$ cat src/rtl/snitch_axi_req_arbiter.sv
// Round-robin arbiter sharing one Snitch AXI adapter port among NumReq requesters, routing in-order read responses back to their owners.
// Optional: define SNITCH_AXI_ARB_ERRCNT_EN to add a saturating 16-bit error-response counter on err_cnt_o.
module snitch_axi_req_arbiter #(
    parameter int unsigned NumReq   = 2,
    parameter int unsigned MaxReads = 4,
    parameter type         addr_t   = logic,
    parameter type         data_t   = logic,
    parameter type         strb_t   = logic
) (
    input  logic              clk_i,
    input  logic              rst_i,
    input  addr_t             req_qaddr_i  [NumReq],
    input  logic [NumReq-1:0] req_qwrite_i,
    input  logic [3:0]        req_qamo_i   [NumReq],
    input  data_t             req_qdata_i  [NumReq],
    input  logic [2:0]        req_qsize_i  [NumReq],
    input  strb_t             req_qstrb_i  [NumReq],
    input  logic [7:0]        req_qrlen_i  [NumReq],
    input  logic [NumReq-1:0] req_qvalid_i,
    output logic [NumReq-1:0] req_qready_o,
    output data_t             req_pdata_o  [NumReq],
    output logic [NumReq-1:0] req_perror_o,
    output logic [NumReq-1:0] req_plast_o,
    output logic [NumReq-1:0] req_pvalid_o,
    input  logic [NumReq-1:0] req_pready_i,
    output addr_t             mst_qaddr_o,
    output logic              mst_qwrite_o,
    output logic [3:0]        mst_qamo_o,
    output data_t             mst_qdata_o,
    output logic [2:0]        mst_qsize_o,
    output strb_t             mst_qstrb_o,
    output logic [7:0]        mst_qrlen_o,
    output logic              mst_qvalid_o,
    input  logic              mst_qready_i,
    input  data_t             mst_pdata_i,
    input  logic              mst_perror_i,
    input  logic              mst_plast_i,
    input  logic              mst_pvalid_i,
    output logic              mst_pready_o
`ifdef SNITCH_AXI_ARB_ERRCNT_EN
    ,
    output logic [15:0]       err_cnt_o
`endif
);

    localparam int unsigned IdxW = $clog2(NumReq);
    localparam int unsigned PtrW = (MaxReads > 1) ? $clog2(MaxReads) : 1;
    localparam int unsigned CntW = $clog2(MaxReads + 1);

    logic [IdxW-1:0] rr_q, lock_idx_q, winner, cand, head;
    logic            lock_q, found, blocked, hs, push, pop, full, empty, resp_ok;
    logic [IdxW-1:0] owner_mem [MaxReads];
    logic [PtrW-1:0] wr_ptr_q, rd_ptr_q;
    logic [CntW-1:0] cnt_q;

    // AMOs return no read-channel data, so they are tracked like writes.
    function automatic logic is_read(input logic write, input logic [3:0] amo);
        return !write && (amo == 4'd0);
    endfunction

    function automatic logic [PtrW-1:0] ptr_inc(input logic [PtrW-1:0] ptr);
        return (ptr == PtrW'(MaxReads - 1)) ? '0 : ptr + PtrW'(1);
    endfunction

    assign full  = (cnt_q == CntW'(MaxReads));
    assign empty = (cnt_q == '0);

    always_comb begin
        found  = 1'b0;
        winner = '0;
        cand   = '0;
        if (lock_q) begin
            found  = req_qvalid_i[lock_idx_q];
            winner = lock_idx_q;
        end else begin
            for (int k = 0; k < int'(NumReq); k++) begin
                cand = IdxW'((int'(rr_q) + k) % int'(NumReq));
                if (!found && req_qvalid_i[cand] &&
                    !(full && is_read(req_qwrite_i[cand], req_qamo_i[cand]))) begin
                    found  = 1'b1;
                    winner = cand;
                end
            end
        end
    end

    // Full flag uses the pre-pop count, so a read is never pushed into a full FIFO.
    assign blocked      = full && is_read(req_qwrite_i[winner], req_qamo_i[winner]);
    assign mst_qvalid_o = found && !blocked && !rst_i;
    assign hs           = mst_qvalid_o && mst_qready_i;
    assign push         = hs && is_read(req_qwrite_i[winner], req_qamo_i[winner]);

    assign mst_qaddr_o  = req_qaddr_i[winner];
    assign mst_qwrite_o = req_qwrite_i[winner];
    assign mst_qamo_o   = req_qamo_i[winner];
    assign mst_qdata_o  = req_qdata_i[winner];
    assign mst_qsize_o  = req_qsize_i[winner];
    assign mst_qstrb_o  = req_qstrb_i[winner];
    assign mst_qrlen_o  = req_qrlen_i[winner];

    always_comb begin
        req_qready_o = '0;
        if (hs) req_qready_o[winner] = 1'b1;
    end

    assign head         = owner_mem[rd_ptr_q];
    assign resp_ok      = !empty && !rst_i;
    assign mst_pready_o = resp_ok && req_pready_i[head];
    assign pop          = mst_pvalid_i && mst_pready_o && mst_plast_i;

    always_comb begin
        req_pvalid_o = '0;
        req_perror_o = '0;
        req_plast_o  = '0;
        for (int i = 0; i < int'(NumReq); i++) req_pdata_o[i] = mst_pdata_i;
        if (resp_ok) begin
            req_pvalid_o[head] = mst_pvalid_i;
            req_perror_o[head] = mst_perror_i;
            req_plast_o[head]  = mst_plast_i;
        end
    end

    always_ff @(posedge clk_i or posedge rst_i) begin
        if (rst_i) begin
            rr_q       <= '0;
            lock_q     <= 1'b0;
            lock_idx_q <= '0;
            wr_ptr_q   <= '0;
            rd_ptr_q   <= '0;
            cnt_q      <= '0;
        end else begin
            if (hs) rr_q <= (winner == IdxW'(NumReq - 1)) ? '0 : winner + IdxW'(1);
            if (mst_qvalid_o && !mst_qready_i) begin
                lock_q     <= 1'b1;
                lock_idx_q <= winner;
            end else if (hs) begin
                lock_q <= 1'b0;
            end
            if (push) wr_ptr_q <= ptr_inc(wr_ptr_q);
            if (pop)  rd_ptr_q <= ptr_inc(rd_ptr_q);
            cnt_q <= cnt_q + CntW'(push) - CntW'(pop);
        end
    end

    always_ff @(posedge clk_i) begin
        if (push) owner_mem[wr_ptr_q] <= winner;
    end

`ifdef SNITCH_AXI_ARB_ERRCNT_EN
    logic [15:0] err_cnt_q;

    always_ff @(posedge clk_i or posedge rst_i) begin
        if (rst_i) begin
            err_cnt_q <= '0;
        end else if (mst_pvalid_i && mst_pready_o && mst_perror_i && err_cnt_q != 16'hFFFF) begin
            err_cnt_q <= err_cnt_q + 16'd1;
        end
    end

    assign err_cnt_o = err_cnt_q;
`endif

    lock_hold_a: assert property (@(posedge clk_i) disable iff (rst_i)
        lock_q |-> req_qvalid_i[lock_idx_q]);

    resp_owner_a: assert property (@(posedge clk_i) disable iff (rst_i)
        mst_pvalid_i |-> !empty);

endmodule
$ cat config.mk
export PLATFORM = sky130hd
export DESIGN_NAME = snitch_axi_req_arbiter
export DESIGN_NICKNAME = d
export VERILOG_FILES = /design/src/rtl/snitch_axi_req_arbiter.sv
export SDC_FILE = /design/constraint.sdc
export NUM_CORES = 1
export LEC_CHECK = 0
export CORE_AREA = 3 3 57 59
export DETAILED_ROUTE_END_ITERATION = 10
export DIE_AREA = 0 0 60 62
export DONT_BUFFER_PORTS = 1
export SKIP_CTS_REPAIR_TIMING = 1
export SYNTH_ARGS = -nofsm -noshare
export SYNTH_HDL_FRONTEND = slang
export SYNTH_SLANG_ARGS = --single-unit
$ cat constraint.sdc
create_clock -name clk_i -period 6.3 [get_ports clk_i]
set_input_delay 1.575 -clock clk_i [delete_from_list [all_inputs] [get_ports clk_i]]
set_output_delay 1.575 -clock clk_i [all_outputs]
set_load 0.02 [all_outputs]
After elaboration in Yosys (flattened, before gate mapping)
Memories as Yosys holds them, arrays and structs flattened.
Index checks and enable logic that the tools add are counted.
{"block": "totals", "register_bits": 10, "ram_bits": 4, "n_memories": 1}
{"block": "op_classes", "addsub": 6, "order_cmp": 10, "n_eq_ne": 3, "muxes": 60, "bitwise": 6, "reduce_logical": 35}
{"name": "owner_mem", "words": 4, "width": 1, "rd": 1, "rd_ports_with_merged_regs": 0, "write_ports": 1, "line_no": "52", "text": "logic [IdxW-1:0] owner_mem [MaxReads];"}
{"operator": "2-to-1 mux 1 bit", "count": 37}
{"operator": "2-to-1 mux 4 bit", "count": 9}
{"operator": "2-to-1 mux 8 bit", "count": 3}
{"operator": "logical AND 1 bit", "count": 20}
{"operator": "zero test 4 bit", "count": 3}
{"operator": "2-to-1 mux 2 bit", "count": 6}
{"operator": "zero test 1 bit", "count": 10}
{"operator": "less-than comparator 1 x 2 -> 1 bit (second input constant)", "count": 5}
{"operator": "2-to-1 mux 3 bit", "count": 3}
{"operator": "AND 2 bit", "count": 3}
{"operator": "greater-or-equal comparator 2 bit (second input constant)", "count": 3}
{"operator": "inverter 1 -> 2 bit", "count": 3}
{"operator": "adder 2 x 1 -> 2 bit (second input constant)", "count": 2}
{"operator": "equality test 2 bit (second input constant)", "count": 2}
{"operator": "adder 3 x 1 -> 3 bit", "count": 1}
{"operator": "equality test 3 bit (second input constant)", "count": 1}
{"operator": "zero test 3 bit", "count": 1}
{"operator": "subtractor 3 x 1 -> 3 bit", "count": 1}
{"operator": "adder 1 bit (second input constant)", "count": 2}
{"operator": "demux 1 bit (select 1 bit)", "count": 2}
{"operator": "greater-or-equal comparator 1 bit (second input constant)", "count": 2}
{"operator": "nonzero test 2 bit", "count": 1}

Longest topological paths before layout
Gate-level depths: netlist (run 1).
{"block": "depth", "ltp_word": 30, "ltp_mapped": 11, "depth_no_buf": 11}

Least setup slack after synthesis (run 1)
OpenSTA, ideal clock, no wires.
{"block": "synth_path", "kind": "input port to output port", "start": "in req_qamo_i[0] (netlist bit)", "end": "out mst_qaddr_o", "arrival_ns": 3.112, "path_slack_ns": 1.613, "path_stages": 6, "cell_sequence": "or4_4 > nor2_4 > a21oi_1 > a21oi_4 > buf_6 > mux2_2"}
{"block": "synth_via", "elab_chain_cells": 19}
{"element": "start, declared", "line_no": "14", "text": "input logic [3:0] req_qamo_i [NumReq],"}
{"element": "2-to-1 mux 4 bit (implied by the code) (3 in series)", "line_no": "79", "text": "!(full && is_read(req_qwrite_i[cand], req_qamo_i[cand]))) begin"}
{"element": "zero test 4 bit", "line_no": "58", "text": "return !write && (amo == 4'd0);"}
{"element": "logical AND 1 bit", "line_no": "58"}
{"element": "logical AND 1 bit", "line_no": "79"}
{"element": "zero test 1 bit", "line_no": "79"}
{"element": "logical AND 1 bit", "line_no": "78", "text": "if (!found && req_qvalid_i[cand] &&"}
{"element": "2-to-1 mux 1 bit", "line_no": "78"}
{"element": "2-to-1 mux 1 bit", "line_no": "72", "text": "if (lock_q) begin"}
{"element": "zero test 1 bit", "line_no": "78"}
{"element": "logical AND 1 bit (2 in series)", "line_no": "78"}
{"element": "2-to-1 mux 1 bit *", "line_no": "78"}
{"element": "2-to-1 mux 1 bit *", "line_no": "72"}
{"element": "inverter 1 -> 2 bit (implied by the code) *", "line_no": "93", "text": "assign mst_qaddr_o = req_qaddr_i[winner];"}
{"element": "2-to-1 mux 1 bit (implied by the code) * (3 in series)", "line_no": "93"}
{"element": "end, declared", "line_no": "26", "text": "output addr_t mst_qaddr_o,"}
Every way passes the cells marked *; elsewhere a longest branch is shown, timed or not. The select of a mux whose other input is x is not followed.

Worst setup path in the final report (run 1)
{"block": "layout_path", "start": "in req_qamo_i[0] (netlist bit)", "end": "out mst_qsize_o[0]"}
{"block": "layout_via", "elab_chain_cells": 19}
{"element": "2-to-1 mux 4 bit (implied by the code) (3 in series)", "line_no": "79"}
{"element": "zero test 4 bit", "line_no": "58"}
{"element": "logical AND 1 bit", "line_no": "58"}
{"element": "logical AND 1 bit", "line_no": "79"}
{"element": "zero test 1 bit", "line_no": "79"}
{"element": "logical AND 1 bit", "line_no": "78"}
{"element": "2-to-1 mux 1 bit", "line_no": "78"}
{"element": "2-to-1 mux 1 bit", "line_no": "72"}
{"element": "zero test 1 bit", "line_no": "78"}
{"element": "logical AND 1 bit (2 in series)", "line_no": "78"}
{"element": "2-to-1 mux 1 bit *", "line_no": "78"}
{"element": "2-to-1 mux 1 bit *", "line_no": "72"}
{"element": "inverter 1 -> 2 bit (implied by the code) *", "line_no": "97", "text": "assign mst_qsize_o = req_qsize_i[winner];"}
{"element": "2-to-1 mux 3 bit (implied by the code) * (3 in series)", "line_no": "97"}
{"element": "end, declared", "line_no": "30", "text": "output logic [2:0] mst_qsize_o,"}
Marks and branches as above.

==> run summary, run 1 <==
Final WL = 2.37 mm
FF-to-FF setup slack = 3.57 ns
Leak pwr = 0.522 nW
Max Cap Viol = 0
Cells on Worst Hold Path = 1
R2r worst-path depth = 10
Unrepaired setup endpoints after global routing = no
Worst hold path endpoint = rr_q
Cts bufs inserted = 3
Final layout net count = 171
Buf/Inv on CP = 0
IO buf count = 0
Peak Freq = 200 MHz
Global-route usage over all layers = 0.128
Starting density of the core = 0.452
Hold path startpoint = rr_q
Ys Warns = 0
Commonest non-fill, non-tap cell in the layout = mux2_2
Synth Instances = 113
Clock Latency Late Sink = 0.28 ns
Clk pin slew, worst setup/hold paths = 0.08 ns
Worst-path fanout max = 24
Final setup fails = 0
H-tree depth = 1
Dpl hpwl = 2.09 mm
Comb power frac = 0.628
CP top delay family = compound AO/OA/AOI/OAI gates
Worst Path Class, Setup = input port to primary output
Uppermost layer routed = met4
WP data arrival = 3.41 ns
Num rows = 19
Maximum vdd drop = 304 µV
ANT nets after route = 0
Ant. Diodes = 0
Psw = 0.000265 W
Cell variety after synth = 37
CTS root buffer = clkbuf_4
Layout cells sized above 1 = 0.381
Post-synth design cell area = 1250 µm²
Status = finished, final reports clean
Async set-reset flop share out of synthesis = 0.714
Vias post-DR = 843
PD cells = 444 nW/µm²
Post-synthesis net count = 170
Worst path max stage delay = 0.58 ns
Crit path launch type = input port
M1 WL = 869 µm
# IOs = 80
Routed wire per std cell = 16.5 µm
Initial DRC count = 3
Switching part of the total = 0.469
Main synth FF type = dfrtp_1
Vias in the first global route = 815
Die W = 60 µm
Worst Hold Class = register to register
Placer Congestion = 0.754
Pins Over Slew Limit = 0
Syn avg cell area = 11.0 µm²
Placeable Area = 2760 µm²
Tcrit/Tclk final = 0.792
Total power = 0.000566 W
First-pass GRT wire length = 3.44 mm
Met3 WL = 252 µm
Pre-antenna DRT Iters = 3
CTS tree = built
Final hold slack = 0.528 ns
Reg2reg end = cnt_q[2]
Layout area overhead = 2.21%
Slew @ Worst Pin = 0.654 ns
Fin crit period = 4.99 ns
Crit path cell chain = or4_4, nor2_4, a21oi_1, a21oi_4, mux2_2
Relative slew margins = 0.563
Final Skew = 0.00348 ns
CP required = 4.72 ns
Clock tree sinks = 14
Pint = 0.000301 W
Initial antenna violation count = 0
Vias per inst = 5.85
Largest net degree at the start of global routing = 25
DRC violations left = 0
Full die area = 3720 µm²
Clk pwr share = 0.089
Post-synth EDFFs = 4
Sequential share of power = 0.283
Flops & latches, synth = 14
Sequential area share after synthesis = 0.297
Commonest non-fill, non-tap cells in the layout = 22 x mux2_2, 10 x inv_1, 10 x dfrtp_1
GRT Residual Overflow = 0
Die Ht = 62 µm
Critical R2R Launch = rd_ptr_q[0]
TNS Setup = 0 ns
WL met2 = 1.21 mm
Critical Path End Type = primary output
Clock Path Buffers = 2
Final hold vios = 0
Slowest CP cell = a21oi_4
## routing by layer
metal	vias up	track usage
li1	402	-
met1	377	0.135
met2	60	0.225
met3	4	0.0517
met4	0	0.0570
met5	-	0
## synth_stat cells, types with 3 or more instances
library cell  number  area share
nor2_1             8       0.024
nand2_1            3      0.0090
and2_2             4       0.024
and3_1             3       0.015
nor2b_1            3       0.015
edfxtp_1           4       0.096
inv_1             10       0.030
a31oi_1            3       0.015
mux2_2            22        0.20
dfrtp_1           10        0.20
ha_1               7       0.070
## layout make-up
type,count,area (µm²)
clock buffer,3,22.5
multi-input combinational,85,802
clock inverter,1,3.75
tap,31,38.8
fill,261,1480
inverter,10,37.5
sequential,14,370
## per-stage QoR
stage | util | std cells | cell area (µm²) | worst slack [ns]
after floorplan | - | 113 | 1250 | 1.61
after global placement | 0.453 | 140 | 1250 | 1.34
after detailed placement | 0.453 | 140 | 1250 | 1.30
after CTS | 0.462 | 144 | 1270 | 1.30
after global routing | 0.462 | 144 | 1270 | 1.19
final | 0.462 | 144 | 1270 | 1.31
## worst max path at each step
stage / startpoint / to / cells past startpoint
2_1_floorplan: req_qamo_i[0] / mst_qaddr_o / 6
3_3_place_gp: req_qamo_i[0] / mst_qsize_o[0] / 5
3_5_place_dp: req_qamo_i[0] / mst_qsize_o[0] / 5
4_1_cts: req_qamo_i[0] / mst_qsize_o[0] / 5
5_1_grt: req_qamo_i[0] / mst_qsize_o[0] / 5
6_report: req_qamo_i[0] / mst_qsize_o[0] / 5
## worst reg2reg max path, cell delays in order (launching register included)
cell	delay (ns)
dfrtp_1	0.41
mux4_2	0.59
mux2i_1	0.18
nor3b_2	0.29
ha_1	0.28
inv_1	0.05
ha_1	0.12
inv_1	0.05
fa_1	0.37
xnor2_1	0.18
xnor2_1	0.13
## sequential cells by signal (all words and copies together) (netlist names)
register	flops
rr_q	1
lock_q	1
owner_mem	4
wr_ptr_q	2
lock_idx_q	1
cnt_q	3
rd_ptr_q	2
## power by group through the flow
| stage | combinational (W) | clock (W) | sequential [W] |
|---|---|---|---|
| 6_report | 0.000356 | 0.0000505 | 0.000160 |
| 3_3_place_gp | 0.000354 | 0 | 0.000161 |
| 5_1_grt | 0.000391 | 0.0000569 | 0.000165 |
| 2_1_floorplan | 0.000345 | 0 | 0.000154 |
| 4_1_cts | 0.000361 | 0.0000536 | 0.000161 |
| 3_5_place_dp | 0.000361 | 0 | 0.000163 |
## logic make-up after synthesis
| family | Yosys count | synth area share |
|---|---|---|
| AND/OR/NAND/NOR | 34 | 0.190 |
| multiplexers | 28 | 0.268 |
| buffers and inverters | 14 | 0.0602 |
| flip-flops | 14 | 0.297 |
| AO/OA/AOI/OAI | 13 | 0.0853 |
| adder cells (fa/ha/maj) | 8 | 0.0863 |
| XOR/XNOR | 2 | 0.0140 |
(Power assumes the default switching activity.)
==> run 2: changes to the inputs <==
==> constraint.sdc (replaced) <==
create_clock -name clk_i -period 4.21 [get_ports clk_i]
set_input_delay 1.0525 -clock clk_i [delete_from_list [all_inputs] [get_ports clk_i]]
set_output_delay 1.0525 -clock clk_i [all_outputs]
set_load 0.02 [all_outputs]
==> run summary, run 2 (synthesized netlist as in run 1, its figures left out) <==
Status = finished, final reports clean (unchanged)
Final layout net count = 173 (was 171)
Final setup fails = 0 (unchanged)
Die W = 60 µm (unchanged)
Hold path startpoint = rr_q (unchanged)
Routed wire per std cell = 16.5 µm (about the same)
FF-to-FF setup slack = 1.44 ns (was 3.57 ns)
DRC violations left = 0 (unchanged)
Critical Path End Type = primary output (unchanged)
Initial antenna violation count = 0 (unchanged)
Clk pin slew, worst setup/hold paths = 0.08 ns (about the same)
Placeable Area = 2760 µm² (unchanged)
Multi-input logic area = 802 µm² (unchanged)
Initial DRC count = 13 (was 3)
Cts bufs inserted = 3 (unchanged)
Die Ht = 62 µm (unchanged)
Worst-path fanout max = 13 (was 24)
Relative slew margins = 0.576 (was 0.563)
CTS root buffer = clkbuf_4 (unchanged)
CTS tree = built (unchanged)
Commonest non-fill, non-tap cell in the layout = mux2_2 (unchanged)
Leak pwr = 0.532 nW (was 0.522 nW)
Ant. Diodes = 0 (unchanged)
Final hold vios = 0 (unchanged)
ANT nets after route = 0 (unchanged)
Full die area = 3720 µm² (unchanged)
Dpl hpwl = 2.10 mm (was 2.09 mm)
Placer Congestion = 0.697 (was 0.754)
Layout cells sized above 1 = 0.391 (was 0.381)
Top flop regs = owner_mem: 4 flops, cnt_q: 3 flops (unchanged)
Clock tree sinks = 14 (unchanged)
Pins Over Slew Limit = 0 (unchanged)
R2r worst-path depth = 10 (unchanged)
Final Skew = 0.00134 ns (was 0.00348 ns)
Final core occ = 0.468 (was 0.462)
Worst hold path endpoint = rr_q (unchanged)
Post-route insts no fill = 146 (was 144)
Largest net degree at the start of global routing = 14 (was 25)
Starting density of the core = 0.452 (unchanged)
Slew @ Worst Pin = 0.631 ns (was 0.654 ns)
Clock Path Buffers = 2 (unchanged)
TNS Setup = 0 ns (unchanged)
# IOs = 80 (unchanged)
Unrepaired setup endpoints after global routing = no (unchanged)
Max Cap Viol = 0 (unchanged)
Final WL = 2.40 mm (was 2.37 mm)
Global-route usage over all layers = 0.127 (was 0.128)
Pre-antenna DRT Iters = 4 (was 3)
Register Area = 370 µm² (unchanged)
Maximum vdd drop = 385 µV (was 304 µV)
WP data arrival = 2.58 ns (was 3.41 ns)
Peak Freq = 276 MHz
Worst Hold Class = register to register (unchanged)
Biggest register = owner_mem (unchanged)
Reg2reg end = cnt_q[2] (unchanged)
Cells on Worst Hold Path = 1 (unchanged)
Placed cells = 142 (was 140)
Max reg flops = 4 (unchanged)
First-pass GRT wire length = 3.46 mm (was 3.44 mm)
Commonest non-fill, non-tap cells in the layout = 22 x mux2_2, 10 x inv_1, 10 x dfrtp_1 (unchanged)
Tcrit/Tclk final = 0.862
PD cells = 670 nW/µm² (was 444 nW/µm²)
Vias post-DR = 861 (was 843)
Critical R2R Launch = rd_ptr_q[0] (unchanged)
CP required = 3.16 ns (was 4.72 ns)
Crit path launch type = input port (unchanged)
GRT Residual Overflow = 0 (unchanged)
Vias per inst = 5.90 (was 5.85)
Clock Latency Late Sink = 0.27 ns (was 0.28 ns)
Worst Path Class, Setup = input port to primary output (unchanged)
H-tree depth = 1 (unchanged)
Layout area overhead = 3.41% (was 2.21%)
Vias in the first global route = 799 (was 815)
Num rows = 19 (unchanged)
Fin crit period = 3.63 ns
Fillers = 266 (was 261)
IO buf count = 0 (unchanged)
[run 2: cell types whose count changed in the layout (fill, tap and decap cells not counted), sizes merged]
cell / change
buf: +2
[run 2: critical path, cell delays in order]
cell and delay [ns]:
or4_4 0.53, nor2_4 0.12, a21oi_1 0.11, a21oi_4 0.15, buf_4 0.20, mux2_2 0.41
[run 2: metrics by stage]
| stage | instance area, µm² | hold slack (ns) | worst slack (ns) | total power (W) |
|---|---|---|---|---|
| finish | 1290 | 0.524 | 0.582 | 0.000864 |
| global route | 1290 | 0.557 | 0.499 | 0.000939 |
| CTS | 1290 | 0.521 | 0.562 | 0.000877 |
| detailed placement | 1260 | 0.502 | 0.564 | 0.000800 |
| global placement | 1260 | 0.502 | 0.578 | 0.000787 |
| floorplan | 1250 | 0.480 | 0.568 | 0.000746 |
[run 2: how the worst max path moves through the flow]
stage	startpoint	endpoint	slack, ns	cells after the start
after floorplan	req_qamo_i[0]	mst_qaddr_o	0.57	6
after global placement	req_qamo_i[0]	mst_qdata_o	0.58	6
after detailed placement	req_qamo_i[0]	mst_qsize_o[0]	0.56	6
after CTS	req_qamo_i[0]	mst_qsize_o[0]	0.56	6
after global routing	req_qamo_i[0]	mst_qsize_o[0]	0.50	6
final	req_qamo_i[0]	mst_qsize_o[0]	0.58	6
[run 2: layout make-up]
cell class,count,area share
clock inverters,1,0.00291
repair buffers,2,0.0116
flip-flops and latches,14,0.287
clock buffers,3,0.0175
multi-input cells,85,0.622
inverters,10,0.0291
well taps,31,0.0301
[run 2: where the power goes]
part | switching [W] | total, W | internal (W)
registers | 0.0000458 | 0.000238 | 0.000192
logic | 0.000311 | 0.000550 | 0.000239
clock network | 0.0000422 | 0.0000764 | 0.0000343
[run 2: routing by layer]
layer  global-route usage  routed length [µm]  vias to the layer above
met4               0.0570                  27                        0
li1                     -                   -                      402
met2                0.235                1300                       55
met3               0.0310                 240                        2
met5                    0                   0                        -
met1                0.136                 836                      402
